**src/rtl/vram_arbiter.sv**
```systemverilog
// Port-A arbiter for the tile frame-buffer RAM: GPU reads by default, Z80 accesses
// stall the CPU through cpu_wait_n, and a starvation counter forces a CPU grant.
module vram_arbiter #(
   parameter int unsigned ADDR_W       = 11,
   parameter int unsigned DATA_W       = 8,
   parameter int unsigned RD_LAT       = 1,
   parameter int unsigned CPU_MAX_WAIT = 4
) (
   input  logic              clk,
   input  logic              reset_n,
   input  logic              cpu_sel,
   input  logic              cpu_mreq_n,
   input  logic              cpu_rd_n,
   input  logic              cpu_wr_n,
   input  logic [ADDR_W-1:0] cpu_addr,
   input  logic [DATA_W-1:0] cpu_dout,
   output logic              cpu_wait_n,
   output logic [DATA_W-1:0] cpu_rdata,
   output logic              cpu_rvalid,
   input  logic              gpu_req,
   input  logic [ADDR_W-1:0] gpu_addr,
   output logic              gpu_gnt,
   output logic [DATA_W-1:0] gpu_rdata,
   output logic              gpu_rvalid,
   output logic              ram_en,
   output logic              ram_we,
   output logic [ADDR_W-1:0] ram_addr,
   output logic [DATA_W-1:0] ram_din,
   input  logic [DATA_W-1:0] ram_dout
);

   localparam int unsigned WCNT_W = $clog2(CPU_MAX_WAIT + 1);

   logic              w_cpu_act;
   logic              w_bus_end;
   logic              w_cpu_req;
   logic              w_cpu_force;
   logic              w_gpu_win;
   logic              w_cpu_win;
   logic              w_rd_issue;
   logic              w_cap_cpu;
   logic              w_cap_gpu;

   logic              r_served;
   logic              r_cpu_busy;
   logic              r_cpu_stale;
   logic [WCNT_W-1:0] r_wcnt;
   logic [RD_LAT-1:0] r_pv;
   logic [RD_LAT-1:0] r_po;
   logic [ADDR_W-1:0] r_addr;
   logic [DATA_W-1:0] r_din;
   logic [DATA_W-1:0] r_cpu_rdata;
   logic [DATA_W-1:0] r_gpu_rdata;
   logic              r_cpu_rvalid;
   logic              r_gpu_rvalid;

   // Grant decision; reset_n gates the grants so outputs sit at reset values during reset.
   always_comb begin
      w_cpu_act   = reset_n & cpu_sel & ~cpu_mreq_n & (~cpu_rd_n | ~cpu_wr_n);
      w_bus_end   = cpu_mreq_n | ~cpu_sel;
      w_cpu_req   = w_cpu_act & ~r_served;
      w_cpu_force = w_cpu_req & (r_wcnt >= WCNT_W'(CPU_MAX_WAIT));
      w_gpu_win   = reset_n & gpu_req & ~w_cpu_force;
      w_cpu_win   = ~w_gpu_win & w_cpu_req & ~r_cpu_busy;
      w_rd_issue  = w_gpu_win | (w_cpu_win & cpu_wr_n);
      w_cap_cpu   = r_pv[RD_LAT-1] & r_po[RD_LAT-1];
      w_cap_gpu   = r_pv[RD_LAT-1] & ~r_po[RD_LAT-1];

      gpu_gnt     = w_gpu_win;
      ram_en      = w_gpu_win | w_cpu_win;
      ram_we      = w_cpu_win & ~cpu_wr_n;
      ram_addr    = r_addr;
      ram_din     = r_din;
      if (w_gpu_win) begin
         ram_addr = gpu_addr;
      end else if (w_cpu_win) begin
         ram_addr = cpu_addr;
         ram_din  = cpu_dout;
      end
      cpu_wait_n  = ~w_cpu_req;
   end

   assign cpu_rdata  = r_cpu_rdata;
   assign cpu_rvalid = r_cpu_rvalid;
   assign gpu_rdata  = r_gpu_rdata;
   assign gpu_rvalid = r_gpu_rvalid;

   // Return pipeline, bus-cycle bookkeeping and starvation counter.
   always_ff @(posedge clk or negedge reset_n) begin
      if (!reset_n) begin
         r_served     <= 1'b0;
         r_cpu_busy   <= 1'b0;
         r_cpu_stale  <= 1'b0;
         r_wcnt       <= '0;
         r_pv         <= '0;
         r_po         <= '0;
         r_addr       <= '0;
         r_din        <= '0;
         r_cpu_rdata  <= '0;
         r_gpu_rdata  <= '0;
         r_cpu_rvalid <= 1'b0;
         r_gpu_rvalid <= 1'b0;
      end else begin
         if (ram_en) begin
            r_addr <= ram_addr;
         end
         if (w_cpu_win) begin
            r_din <= cpu_dout;
         end

         r_pv <= RD_LAT'({r_pv, w_rd_issue});
         r_po <= RD_LAT'({r_po, w_cpu_win});

         if (w_cap_cpu) begin
            r_cpu_rdata <= ram_dout;
         end
         if (w_cap_gpu) begin
            r_gpu_rdata <= ram_dout;
         end
         r_cpu_rvalid <= w_cap_cpu;
         r_gpu_rvalid <= w_cap_gpu;

         // A read whose bus cycle ended early must not mark a later bus cycle as served.
         if (w_bus_end) begin
            r_served <= 1'b0;
         end else if (w_cpu_win & ~cpu_wr_n) begin
            r_served <= 1'b1;
         end else if (w_cap_cpu & ~r_cpu_stale) begin
            r_served <= 1'b1;
         end

         if (w_cpu_win & cpu_wr_n) begin
            r_cpu_busy <= 1'b1;
         end else if (w_cap_cpu) begin
            r_cpu_busy <= 1'b0;
         end

         if (w_cap_cpu) begin
            r_cpu_stale <= 1'b0;
         end else if (r_cpu_busy & w_bus_end) begin
            r_cpu_stale <= 1'b1;
         end

         if (w_bus_end | w_cpu_win) begin
            r_wcnt <= '0;
         end else if (w_cpu_req & (r_wcnt < WCNT_W'(CPU_MAX_WAIT))) begin
            r_wcnt <= r_wcnt + WCNT_W'(1);
         end
      end
   end

endmodule

```
**config.mk**
```make
export PLATFORM = sky130hd
export DESIGN_NAME = vram_arbiter
export DESIGN_NICKNAME = d
export VERILOG_FILES = /design/src/rtl/vram_arbiter.sv
export SDC_FILE = /design/constraint.sdc
export NUM_CORES = 1
export LEC_CHECK = 0
export CORE_ASPECT_RATIO = 0.9
export CORE_MARGIN = 4
export CORE_UTILIZATION = 39
export DETAILED_ROUTE_END_ITERATION = 7
export PLACE_DENSITY = 0.83
export SLEW_MARGIN = 30
export SYNTH_ARGS = -nofsm -noshare
export SYNTH_HDL_FRONTEND = slang
export SYNTH_SLANG_ARGS = --single-unit
```
**constraint.sdc**
```tcl
create_clock -name clk -period 1.75 [get_ports clk]
set_input_delay 0.35 -clock clk [delete_from_list [all_inputs] [get_ports clk]]
set_output_delay 0.35 -clock clk [all_outputs]
set_load 0.01 [all_outputs]
```
==> impl_metrics.toml <==
[cts]
cts_made_buffers = 5
clk_pin_slew_ns = 0.09
cts_root_buf = "clkbuf_8"
cts_tree = "yes"
clock-sinks = 45
h-tree-depth = 2
clockBufferDepth = 2
worstSkewPairLatency_ns = 0.31
cts_hold_buf = 0

[critical_path]
crit_slowest_cell = "dfrtp_1"
start_kind = "register"
cpPeakStageDelay_ns = 0.41
arrival_ns = 1.90
critPathCaptureType = "output port"
r2r_cells = 6
critPathKind = "register to output port"
cp.required_ns = 1.40
crit_chain = "nand4bb_4 -> or3_4 -> buf_12 -> mux2_2 -> buf_6"
crit_path_max_fanout = 8

[final_layout]
final_nets = 384
stdcell_area_sq_um = 4270
area_growth_pct = 94.2
final_cells = 406
drive_gt1_share_pct = 54.0
n_antenna_cell = 0

[placed_design]
post_dp_cell_area_sq_um = 3500
io_buffers = 85
dpl.hpwl_um = 4680
placed_cells = 370
gp_congestion = 0.823

[floorplan]
rows = 25
core_sq_um = 5350
die_w_um = 87.1
dieHeight_um = 79.2
start_util_pct = 41.1
io_pins = 86
dieArea_sq_um = 6900

[detailed_routing]
drt_pass1_iterations = 4
final_antenna_net_count = 0
via_per_inst = 5.72
vias = 2323
met3_wirelength_um = 540
top_layer_used = "met4"
wl_um = 8740
routed-wl-met2_um = 4600
drc = 0
drt-met1-wl_um = 3240
dr.first_iter.drc_count = 69
wl_per_cell_um = 21.5

[power_and_ir_drop]
p_leak_nw = 1.78
ir_worst_vdd_uv = 449
power.density_nw_per_um2 = 632

[synth]
ys.flop_type = "dfrtp_1"
synth_xor_area_share_pct = 0
synth_compound_area_share_pct = 17.2
synth-edff-count = 0
postSynthCellCount = 187
syn_nets = 233
synthArstFlopShare_pct = 100
synth.area.mux_share_pct = 17.6
synth_adder_area_share_pct = 0.570
syn_avg_cell_area_sq_um = 11.7
syn_area_sq_um = 2200
synth_area_leaders = "dfrtp_1 51%, mux2_2 13%, a31oi_1 6.6%"
synth_top_area_share_pct = 51.3
seq_area_frac_synth_pct = 51.3
synth_cell_types = 30
synth_top_family_by_area = "multiplexers"
synthSimpleGateAreaFrac_pct = 8.60
yosysTopAreaCell = "dfrtp_1"
yosys_warnings = 0
yosysMostFrequentCell = "dfrtp_1"
synth_top_cells_by_count = "45 x dfrtp_1, 25 x mux2_2, 23 x a31oi_1, 14 x o21ai_0"
synth_seq_cells = 45

[outcome]
violations = "setup timing"
status = "finished with violations"

[timing]
finalCritPeriodShare_pct = 129
rsz0062_at_grt = "yes"
period_needed_ns = 2.25
clock.fmax_ghz = 0.444
maxSlewHeadroom_pct = 68.3
hold_viol = 0
slew_viol_final = 0
finalClockSkew_ns = 0.00841
worst_slew_pin_slew_ns = 0.474
setup_slack_ns = -0.502
setup_viol = 30

[grt]
grt_max_degree = 26
grtUsageTotal_pct = 23.5
grt_overflow = 0
grt_pass1_vias = 2499
antenna_found_initial = 0
grt_pass1_wl_um = 12500

[worst_hold_path]
min_path_type = "primary input to async pin"

[run]
cap_violations = 0
registers in the layout, indices dropped and copies added, names as in the netlist:
| signal | flops |
|---|---|
| r_wcnt | 3 |
| cpu_rvalid | 1 |
| r_served | 1 |
| gpu_rvalid | 1 |
| r_pv | 1 |
| r_addr | 11 |
| r_cpu_stale | 1 |
| gpu_rdata | 8 |
| cpu_rdata | 8 |
| r_din | 8 |
| r_po | 1 |
| r_cpu_busy | 1 |
placed cells by master (no fill, tap or decap), drive strengths merged, types with 5 or more instances in the layout:
master | netlist | final
inv | 5 | 6
clkbuf | 9 | 5
nand3 | 11 | 11
nand2 | 5 | 5
buf | 7 | 97
o21ai | 14 | 14
mux2 | 32 | 32
a31oi | 23 | 23
dlygate4sd2 | 0 | 6
dfrtp | 45 | 45
clkdlybuf4s50 | 0 | 56
a311oi | 11 | 11
final timing paths:
check | slack (ns) | start | end
setup reg to reg | -0.11 | r_served$_DFFE_PN0P_ | r_din[1]$_DFF_PN0_
max in group asynchronous | 1.19 | reset_n | cpu_rdata[0]$_DFFE_PN0P_
hold reg to reg | 0.51 | r_cpu_stale$_DFFE_PN0P_ | r_cpu_stale$_DFFE_PN0P_
min in group clk | 0.51 | r_cpu_stale$_DFFE_PN0P_ | r_cpu_stale$_DFFE_PN0P_
setup / recovery | -0.50 | r_served$_DFFE_PN0P_ | ram_din[1]
hold / removal | 0.08 | reset_n | r_po$_DFF_PN0_
kinds of logic after synthesis:
group,after synthesis
AOI/OAI and AO/OA,58
DFF,45
muxes,32
and+or+nand+nor,30
buffers and inverters,21
adders and majority gates,1
per-stage QoR:
step	setup WS (ns)	hold WS (ns)	utilization, %	TNS (ns)	power, W
2_1_floorplan	-0.0223	0.0544	-	-0.178	0.00145
3_3_place_gp	-0.998	0.383	65.4	-26.55	0.00185
3_5_place_dp	-1.03	0.391	65.4	-28.50	0.00186
4_1_cts	-0.474	0.0659	76.8	-12.21	0.00260
5_1_grt	-0.551	0.0583	79.7	-11.94	0.00281
6_report	-0.502	0.0793	79.7	-10.51	0.00269
repair_timing:
item / 4_1_cts / 5_1_grt
pin swaps: 16 / 9
setup endpoints to repair: 32 / 37
setup buffers: 24 / 10
resized for setup: 162 / 35
cloned: 3 / 1
routing by layer:
| layer | global-route usage, % | vias up |
|---|---|---|
| met5 | 0 | - |
| li1 | - | 1023 |
| met3 | 4.77 | 26 |
| met2 | 40.9 | 127 |
| met1 | 27.5 | 1147 |
| met4 | 11.2 | 0 |
area by class of cell:
cell class	instances	area [sq um]
timing repair buffer	160	1550
inverter	5	18.8
clock buffer	5	68.8
sequential	45	1130
fill	313	1080
clock inverter	3	25.0
multi-input combinational	121	1400
tap	67	83.8
critical path, delay by kind of cell (launching register included):
kind                   cells  cell delay, ns
flip-flops                 1            0.41
AND/OR/NAND/NOR            2            0.63
multiplexers               1            0.27
buffers and inverters      2            0.27
where the power goes:
| group | internal [W] | leakage, nW | total, W | switching, W |
|---|---|---|---|---|
| Combinational | 0.000468 | 1.19 | 0.000835 | 0.000366 |
| Clock | 0.000289 | 0.0447 | 0.000685 | 0.000396 |
| Sequential | 0.00113 | 0.544 | 0.00117 | 0.0000438 |
Note: power is estimated with default switching activity, not from simulation.
